### src/rtl/ppu_pkg.sv
// rtl/ppu_pkg.sv - shared types and constants for the PPU VRAM host writer
//
// Purpose: region codes, per-region word depths, the write-queue entry type and
// helpers for range checking and write-enable decoding.
// Ports: none (package).
// Optional feature macro used by importers: PPU_VRAM_WR_DIRECT_PAL_EN.

package ppu_pkg;

  typedef enum logic [2:0] {
    TILE_BUF = 3'd0,
    TILE_GFX = 3'd1,
    SPR_GFX  = 3'd2,
    PAL      = 3'd3,
    OAM      = 3'd4,
    STATUS   = 3'd7
  } region_e;

  localparam int TILE_BUF_DEPTH = 512;
  localparam int TILE_GFX_DEPTH = 2048;
  localparam int SPR_GFX_DEPTH  = 2048;
  localparam int PAL_DEPTH      = 8;
  localparam int OAM_DEPTH      = 256;

  typedef struct packed {
    region_e     region;
    logic [10:0] offset;
    logic [31:0] data;
  } fifo_entry_t;

  // True only for a writable memory region with the offset inside that memory.
  // Offsets are widened to 12 bits so the 2048-word limits compare correctly.
  function automatic logic offset_ok(logic [2:0] region, logic [10:0] offset);
    logic [11:0] off12;
    off12 = {1'b0, offset};
    case (region)
      TILE_BUF: return off12 < 12'(TILE_BUF_DEPTH);
      TILE_GFX: return off12 < 12'(TILE_GFX_DEPTH);
      SPR_GFX:  return off12 < 12'(SPR_GFX_DEPTH);
      PAL:      return off12 < 12'(PAL_DEPTH);
      OAM:      return off12 < 12'(OAM_DEPTH);
      default:  return 1'b0;
    endcase
  endfunction

  // One-hot memory write enable for a region code 0..4.
  function automatic logic [4:0] region_we(region_e region);
    return 5'(1) << region;
  endfunction

endpackage

### src/rtl/ppu_wr_fifo.sv
// rtl/ppu_wr_fifo.sv - synchronous write-queue FIFO with level output
//
// Purpose: in-order queue of entries of any packed type; DEPTH must be a power
// of two (>= 2). Pointers carry one extra wrap bit to tell full from empty.
// Ports:
//   clk, reset          clock, synchronous active-high reset (flushes queue)
//   push, push_data     enqueue request and entry (ignored when full)
//   pop, pop_data       dequeue request (ignored when empty); head entry
//   full, empty, level  occupancy status

module ppu_wr_fifo #(
  parameter type entry_t = logic [7:0],
  parameter int  DEPTH   = 16
) (
  input  logic                   clk,
  input  logic                   reset,
  input  logic                   push,
  input  entry_t                 push_data,
  input  logic                   pop,
  output entry_t                 pop_data,
  output logic                   full,
  output logic                   empty,
  output logic [$clog2(DEPTH):0] level
);

  localparam int AW = $clog2(DEPTH);

  entry_t      mem [DEPTH];
  logic [AW:0] wr_ptr;
  logic [AW:0] rd_ptr;
  logic        do_push;
  logic        do_pop;

  assign full     = (wr_ptr[AW-1:0] == rd_ptr[AW-1:0]) && (wr_ptr[AW] != rd_ptr[AW]);
  assign empty    = (wr_ptr == rd_ptr);
  assign level    = wr_ptr - rd_ptr;
  assign pop_data = mem[rd_ptr[AW-1:0]];
  assign do_push  = push && !full;
  assign do_pop   = pop && !empty;

  always_ff @(posedge clk) begin
    if (reset) begin
      wr_ptr <= '0;
      rd_ptr <= '0;
    end else begin
      if (do_push) wr_ptr <= wr_ptr + (AW+1)'(1);
      if (do_pop)  rd_ptr <= rd_ptr + (AW+1)'(1);
    end
  end

  // Storage needs no reset: entries are only read between push and pop.
  always_ff @(posedge clk) begin
    if (do_push) mem[wr_ptr[AW-1:0]] <= push_data;
  end

endmodule

### src/rtl/ppu_vram_writer.sv
// rtl/ppu_vram_writer.sv - Avalon host writer queueing VRAM updates for vblank
//
// Purpose: decodes host writes by region, range-checks them, queues them and
// drains the queue into the PPU memories one word per cycle while vblank is high.
// Out-of-range and invalid-region writes are dropped and counted (saturating).
// Optional macro PPU_VRAM_WR_DIRECT_PAL_EN: palette writes bypass the queue and
// are written on the next cycle regardless of vblank.
// Ports:
//   clk, reset                      clock, synchronous active-high reset
//   chipselect, write, read         Avalon slave strobes
//   address[13:11] / [10:0]         region code / word offset
//   writedata, readdata             host write word / registered status word
//   waitrequest                     write cannot be accepted this cycle
//   vblank                          drain enable
//   we, wr_addr, wr_data            registered memory write port (we one-hot)
//   fifo_level                      current queue occupancy

module ppu_vram_writer
  import ppu_pkg::*;
#(
  parameter int FIFO_DEPTH = 16,
  parameter int ADDR_W     = 14,
  parameter int DROP_W     = 8
) (
  input  logic                        clk,
  input  logic                        reset,
  input  logic                        chipselect,
  input  logic                        write,
  input  logic                        read,
  input  logic [ADDR_W-1:0]           address,
  input  logic [31:0]                 writedata,
  output logic [31:0]                 readdata,
  output logic                        waitrequest,
  input  logic                        vblank,
  output logic [4:0]                  we,
  output logic [10:0]                 wr_addr,
  output logic [31:0]                 wr_data,
  output logic [$clog2(FIFO_DEPTH):0] fifo_level
);

  logic [2:0]        region;
  logic [10:0]       offset;
  logic              in_range;
  logic              accept;
  logic              bypass_region;
  logic              bypass;
  logic              fifo_push;
  logic              fifo_pop;
  logic              fifo_full;
  logic              fifo_empty;
  logic              drop_evt;
  logic              status_rd;
  logic [31:0]       status_word;
  logic [DROP_W-1:0] drop_cnt;
  fifo_entry_t       push_entry;
  fifo_entry_t       head;

  assign region   = address[13:11];
  assign offset   = address[10:0];
  assign in_range = offset_ok(region, offset);

`ifdef PPU_VRAM_WR_DIRECT_PAL_EN
  assign bypass_region = (region == PAL);
`else
  assign bypass_region = 1'b0;
`endif

  // Palette writes never wait when they bypass the queue.
  assign waitrequest = chipselect & write & fifo_full & ~bypass_region;
  assign accept      = chipselect & write & ~waitrequest;
  assign bypass      = accept & in_range & bypass_region;
  assign fifo_push   = accept & in_range & ~bypass_region;
  assign drop_evt    = accept & ~in_range & (region != STATUS);
  // A bypass owns the write port this cycle, so the queue head waits one cycle.
  assign fifo_pop    = vblank & ~fifo_empty & ~bypass;

  assign push_entry.region = region_e'(region);
  assign push_entry.offset = offset;
  assign push_entry.data   = writedata;

  assign status_rd   = chipselect & read & (region == STATUS);
  assign status_word = {8'(drop_cnt), vblank, fifo_full, fifo_empty, 21'(fifo_level)};

  ppu_wr_fifo #(
    .entry_t (fifo_entry_t),
    .DEPTH   (FIFO_DEPTH)
  ) u_fifo (
    .clk       (clk),
    .reset     (reset),
    .push      (fifo_push),
    .push_data (push_entry),
    .pop       (fifo_pop),
    .pop_data  (head),
    .full      (fifo_full),
    .empty     (fifo_empty),
    .level     (fifo_level)
  );

  always_ff @(posedge clk) begin
    if (reset) begin
      we       <= '0;
      wr_addr  <= '0;
      wr_data  <= '0;
      readdata <= '0;
      drop_cnt <= '0;
    end else begin
      readdata <= status_rd ? status_word : 32'd0;
      if (drop_evt && !(&drop_cnt)) drop_cnt <= drop_cnt + DROP_W'(1);
      if (bypass) begin
        we      <= region_we(PAL);
        wr_addr <= offset;
        wr_data <= writedata;
      end else if (fifo_pop) begin
        we      <= region_we(head.region);
        wr_addr <= head.offset;
        wr_data <= head.data;
      end else begin
        we      <= '0;
      end
    end
  end

endmodule

### config.mk
export PLATFORM = sky130hd
export DESIGN_NAME = ppu_vram_writer
export DESIGN_NICKNAME = d
export VERILOG_FILES = /design/src/rtl/ppu_pkg.sv /design/src/rtl/ppu_wr_fifo.sv /design/src/rtl/ppu_vram_writer.sv
export SDC_FILE = /design/constraint.sdc
export NUM_CORES = 1
export LEC_CHECK = 0
export BUFFER_PORTS_ARGS = -buffer_cell sky130_fd_sc_hd__clkbuf_2
export CORE_ASPECT_RATIO = 1.1
export CORE_MARGIN = 10
export CORE_UTILIZATION = 55
export CTS_BUF_LIST = sky130_fd_sc_hd__clkbuf_4 sky130_fd_sc_hd__clkbuf_8
export DETAILED_ROUTE_END_ITERATION = 12
export GPL_TIMING_DRIVEN = 0
export HOLD_SLACK_MARGIN = 0.15
export PLACE_DENSITY = 0.75
export SYNTH_ARGS = -nofsm -noshare
export SYNTH_HDL_FRONTEND = slang
export SYNTH_HIERARCHICAL = 1
export SYNTH_SLANG_ARGS = --single-unit
export TNS_END_PERCENT = 50
### constraint.sdc
create_clock -name clk -period 6.55 [get_ports clk]
set_input_delay 1.31 -clock clk [delete_from_list [all_inputs] [get_ports clk]]
set_output_delay 1.31 -clock clk [all_outputs]
set_load 0.01 [all_outputs]
### Yosys cells after proc, flatten, opt, wreduce, memory -nomap -nowiden

Memories as Yosys holds them, arrays and structs flattened. A register that Yosys moved wholly into a read port is not among the register bits.
Cells that the tools add are included.

| storage, ports and cells | value |
|---|---|
| register bits after elaboration | 98 |
| bits in writable memories | 736 |
| input port bits | 52 |
| output and inout bits | 86 |
| word-level logic and storage cells | 57 |
| memories kept | 1 |

Memories:

| memory | words | width | rd ports | clocked after memory_dff | wr ports | line | text |
|---|---|---|---|---|---|---|---|
| u_fifo.mem | 16 | 46 | 1 | 1 | 1 | ppu_wr_fifo.sv:28 | `entry_t mem [DEPTH];` |

| operators by class | value |
|---|---|
| add/sub/neg operators | 4 |
| $lt $le $gt $ge | 3 |
| equality and inequality tests | 9 |
| shifts and indexed selects | 1 |
| mux-type cells | 5 |
| bitwise logic cells | 14 |
| reductions and logical operators | 12 |

Operators with widths:

| kind | count |
|---|---|
| $lt 11x10->1 const B | 1 |
| $lt 11x4->1 const B | 1 |
| $lt 11x9->1 const B | 1 |
| $add 5x1->5 const B | 2 |
| $and 1x1->1 | 9 |
| $add 8x1->8 const B | 1 |
| $mux 4 | 2 |
| $reduce_and 8->1 | 1 |
| $eq 3x2->1 const B | 2 |
| $eq 3x3->1 const B | 2 |
| $reduce_or 2->1 | 3 |
| $eq 5x5->1 | 1 |
| $not 1->1 | 5 |
| $shl 1x3->5 const A | 1 |
| $sub 5x5->5 | 1 |
| $eq 4x4->1 | 1 |
| $logic_and 1x1->1 | 4 |
| $pmux 1 s4 | 1 |
| $eq 3x1->1 const B | 1 |
| $logic_not 1->1 | 3 |
| $logic_not 3->1 | 1 |
| $ne 3x3->1 const B | 1 |
| $mux 1 | 2 |
| $ne 1x1->1 | 1 |

### Depth between registers and ports, before layout

| logic depth | value |
|---|---|
| depth in word-level cells | 9 |
| gate-level depth with buffers | 11 |
| depth with buffers taken out | 11 |

### By module

Netlist, hierarchy kept.

Modules (own cells, without submodules):

| module | times used | cells each | area each (um^2) | sequential area each (um^2) |
|---|---|---|---|---|
| ppu_wr_fifo | 1 | 1228 | 28313.4 | 22381.5 |
| ppu_vram_writer | 1 | 318 | 2786.4 | 1441.4 |

### Least setup slack after synthesis

No wires, ideal clock.

| path | value |
|---|---|
| path type | in2reg |
| start point | input port address[9] |
| end point | memory u_fifo/mem[15][0] in the netlist's numbering (enable) |
| arrival | 6.137 ns |
| required time | 6.026 ns |
| slack | -0.111 ns |
| stages on the path | 6 |
| cells stage by stage | or4_4 -> nor4_4 -> buf_6 -> o21a_1 -> nand2_1 -> a211oi_1 |

| on the way | value |
|---|---|
| cells in the longest elaborated chain, start to end | 6 |
| elaborated cells between the ends (all ways) | 8 |

RTL lines:

| item | line | text |
|---|---|---|
| from (decl) | ppu_vram_writer.sv:30 | `input logic [ADDR_W-1:0] address,` |
| $lt 11x9->1 (tied with other cells) | ppu_pkg.sv:41 | `OAM: return off12 < 12'(OAM_DEPTH);` |
| $pmux 1 s4 (*) | ppu_pkg.sv:36 | `case (region)` |
| $and 1x1->1 (*) | ppu_vram_writer.sv:72 | `assign fifo_push = accept & in_range & ~bypass_region;` |
| net fifo_push | ppu_vram_writer.sv:47 | `logic fifo_push;` |
| $logic_and 1x1->1 (*) | ppu_wr_fifo.sv:38 | `assign do_push = push && !full;` |
| $mux 1 (*) | ppu_wr_fifo.sv:53 | `if (do_push) mem[wr_ptr[AW-1:0]] <= push_data;` |
| $mux 1 (not written as such) (*) | ppu_wr_fifo.sv:53 |  |
| to (decl) | ppu_wr_fifo.sv:28 |  |

The timed path passes the listed nets; every way through them passes the cells marked *.

### Worst setup path after layout

| path | value |
|---|---|
| start point | input port address[10] |
| end point | memory u_fifo/mem[6][16] in the netlist's numbering (enable) |

The elaborated chain is that of the path after synthesis.

==> impl_summary.md <==
Die
The die height is 269 µm. 138 I/O pins were placed. The die footprint is 66500 µm². Row generation in the floorplan step produced 91 rows. The standard cell core area is 56000 µm². The initial utilization of the core area, before any placement, comes to 0.555. The die outline width is 247 µm.

STA
The headroom to the max-slew limit is 0.247. The final critical-path share of the clock period is 0.641. The max-slew violation total from the final report came to 0. The number of hold violations in the final report is 0.

For the pin with the worst max-slew slack, the measured transition is 1130 ps. The clock tree skew after final layout is 36.6 ps. The final critical-path required period is 4200 ps.

Setup repair after global routing left no endpoint under its margin. The achievable clock frequency is 238 MHz. The setup-violating endpoint count in the final report is 0.

CTS
The number of hold buffers added after CTS is 0. The CTS tree is done. For this design, the sink count on the clock tree is 822. The clock insertion delay at the later pin of the skew report is 740 ps. Post-CTS timing repair inserted 0 buffers for setup. The number of gates resized after CTS is 0. The TritonCTS buffer count is 118. The clock-pin transition on the worst setup and hold timing paths is 60 ps.

The count of H-tree levels built during CTS is 3. The buffer cell driving the clock tree root is clkbuf_8. Counting along the longest clock path gives a buffer depth of 3.

GRT
The first global-routing pass estimated 104 mm of wire. After global routing the overflow that remains totals 0. The via count of the first global-routing pass is 16716.

The initial antenna violation count is 6. The largest net degree at the start of global routing is 25. For this run, the total global-route usage over all layers was measured as 0.213.

Routing
For this block, the routed nets add up to 70.4 mm of wire. The final routed wire length divided by cell count is 26.1 µm. The number of vias per cell after detailed routing is 6.05. The iteration count of the initial detailed-routing pass is 7. Once detail routing completed, the nets flagged for antenna violations numbered 0. After detailed routing, the number of remaining DRC violations is 0.

The total via count after detailed routing is 16300. The first routing iteration left 1732 violations.

Layout
The register area is 23800 µm². The total of fill cells in the finished design is 3657. In the final layout, the share of cells above drive strength 1 is 0.315. The layout-stage area growth over the synthesis result is 15.6%. The multi-input combinational cell area is 6870 µm². The final layout net count is 1910. The finished layout holds 2695 standard cells, fillers aside. The utilization of the core after routing is 0.642.

Pwr
The highest ir drop seen on vdd is 0.154 mV. The leakage power is 0.0116 µW. The power per cell area is 276 nW/µm².

Setup path
STA puts the critical path data required time at 6950 ps. The worst reg2reg path startpoint is u_fifo/wr_ptr[0]. The kind of end point of the critical path is a flop. STA classifies the critical path startpoint as an input pin. The arrival time at the worst endpoint is 4600 ps.

Counting cells, the worst reg-to-reg path comes to 10. Along the worst path, the maximum fanout reaches 24. The worst-case register-to-register setup slack is 2520 ps. The type of the worst setup path is input pin to flop. The worst setup path startpoint is address[10].

Synth
For this run, asynchronously set or reset flops after synthesis account for 0. The most instantiated flip-flop cell in the synthesis netlist is edfxtp_1. The number of enable flip-flop cells after synthesis is 736.

Synthesis inferred 822 register bits. The synthesis warning total is 6. After synthesis, the mean cell area works out to 20.1 µm².

The mapped netlist covers 31100 µm². The number of distinct library cells after synthesis is 50. The number of instances in the synthesized netlist is 1546. Of the synthesized area, sequential elements account for 0.766.

Worst hold path
The type of the tightest min-delay check is flop to flop. The number of cells on the worst hold path is 2. The origin of the worst min-delay path is wr_addr[8].

Placed design
The post-DP HPWL is 45.0 mm. The number of placed instances, taps included, is 2471. The routability congestion estimate is 0.770. The number of buffers inserted by port buffering is 121.

Run
The number of max-cap violations is 0.

Run status
The flow ran to the end, and the final reports show no timing, DRC or antenna violations.
## layout by cell type, fill, tap and decap left out, types with 4 or more instances in the layout
cell / synthesis / layout
edfxtp_1: 736 / 736
mux4_2: 184 / 184
nand2_1: 140 / 140
clkbuf_8: 0 / 131
clkbuf_2: 0 / 121
a22oi_1: 92 / 92
dfxtp_1: 86 / 86
a21oi_1: 52 / 52
clkbuf_4: 0 / 45
clkbuf_1: 36 / 36
buf_6: 10 / 32
clkinv_1: 1 / 28
buf_4: 24 / 24
nor2_1: 32 / 21
buf_1: 19 / 19
and2_1: 18 / 18
conb_1: 1 / 16
buf_12: 0 / 12
nor2_4: 0 / 11
ha_1: 10 / 10
clkinv_2: 0 / 10
inv_1: 9 / 9
nand3_1: 9 / 9
buf_2: 8 / 8
buf_16: 0 / 8
nor2b_1: 7 / 7
xnor2_1: 7 / 7
mux2_4: 5 / 5
xor2_1: 5 / 5
diode_2: 0 / 4
nand4_1: 4 / 4
nor4_2: 4 / 4
nor3_1: 8 / 4
clkinvlp_4: 0 / 4
nor3_2: 0 / 4
## area by class of cell
class | count | area share
multi-input cells | 632 | 0.191
clock buffers | 176 | 0.0595
repair buffers | 166 | 0.0378
clock inverters | 44 | 0.00696
plain buffers | 97 | 0.0150
diodes | 4 | 0.000278
flip-flops and latches | 822 | 0.662
well taps | 744 | 0.0259
inverters | 10 | 0.00104
## synth_stat cells (all sizes together), types with 2 or more instances
cell type  number  area (µm²)
nor4            5        71.3
a22oi          92         691
mux2            5        75.1
nand2b          3        18.8
xor2            5        43.8
xnor2           7        61.3
edfxtp        736       22100
o21ai           4        20.0
buf            61         404
dfxtp          86        1720
and3            3        18.8
nor3b           2        15.0
nand4           4        25.0
nand3           9        45.0
nor2b           7        43.8
a21oi          52         260
or3             3        18.8
nor2           32         120
a21o            3        22.5
o31ai           3        22.5
clkbuf         36         135
nor3            8        40.0
or4             3        26.3
mux4          184        4140
inv             9        33.8
ha             10         125
and2           18         113
o211ai          2        28.8
nand2         140         526
## logic make-up (layout without fill, tap and decap cells)
group	Yosys count	in the layout	share of synthesized area
xor gates and xnor gates	12	12	0.00338
and+or+nand+nor	241	241	0.0361
buffers and inverters	107	493	0.0185
DFF	822	822	0.766
AOI/OAI and AO/OA	162	162	0.0352
muxes	190	190	0.136
other	1	20	0.000121
adders and majority gates	11	11	0.00467
## per-stage QoR
stage / hold WS, ps / instance area [µm²] / power [µW] / setup slack (ps) / setup TNS (ps)
3_5_place_dp: 450 / 33600 / 6030 / 1650 / 0
4_1_cts: 459 / 36000 / 9980 / 2420 / 0
6_report: 458 / 36000 / 9920 / 2350 / 0
2_1_floorplan: 468 / 31200 / 5920 / 112 / 0
5_1_grt: 479 / 36000 / 10200 / 2240 / 0
3_3_place_gp: 444 / 32700 / 6010 / -3990 / -1368290
## routing by layer
layer	GRT usage	share of wire	vias up
li1	-	-	6877
met1	0.278	0.38	8435
met2	0.340	0.49	862
met3	0.0498	0.10	122
met4	0.0867	0.030	4
met5	0	0.00020	-
## sequential cells by signal, summed over array words and instances, names as in the netlist, named ones only
register,cells
u_fifo/mem,736
wr_addr,11
drop_cnt,8
u_fifo/rd_ptr,5
we,5
readdata,16
wr_data,32
u_fifo/wr_ptr,5
## worst paths after layout
kind	end
max reg2reg	u_fifo/mem[6][16]
max	u_fifo/mem[6][16]
min	wr_addr[8]
min reg2reg	wr_addr[8]
## critical path, cell delays in order
cell,delay [ps]
clkbuf_2,260
or4_4,610
nor4_4,330
buf_6,200
o21a_1,270
nand3_1,340
nor2_4,920
buf_12,300
## report_power, final
part	total (µW)	switching [µW]	internal (µW)
Combinational	190	134	55.7
Clock	4010	1840	2160
Sequential	5730	7.18	5720
Power figures use the tool's default switching activity.
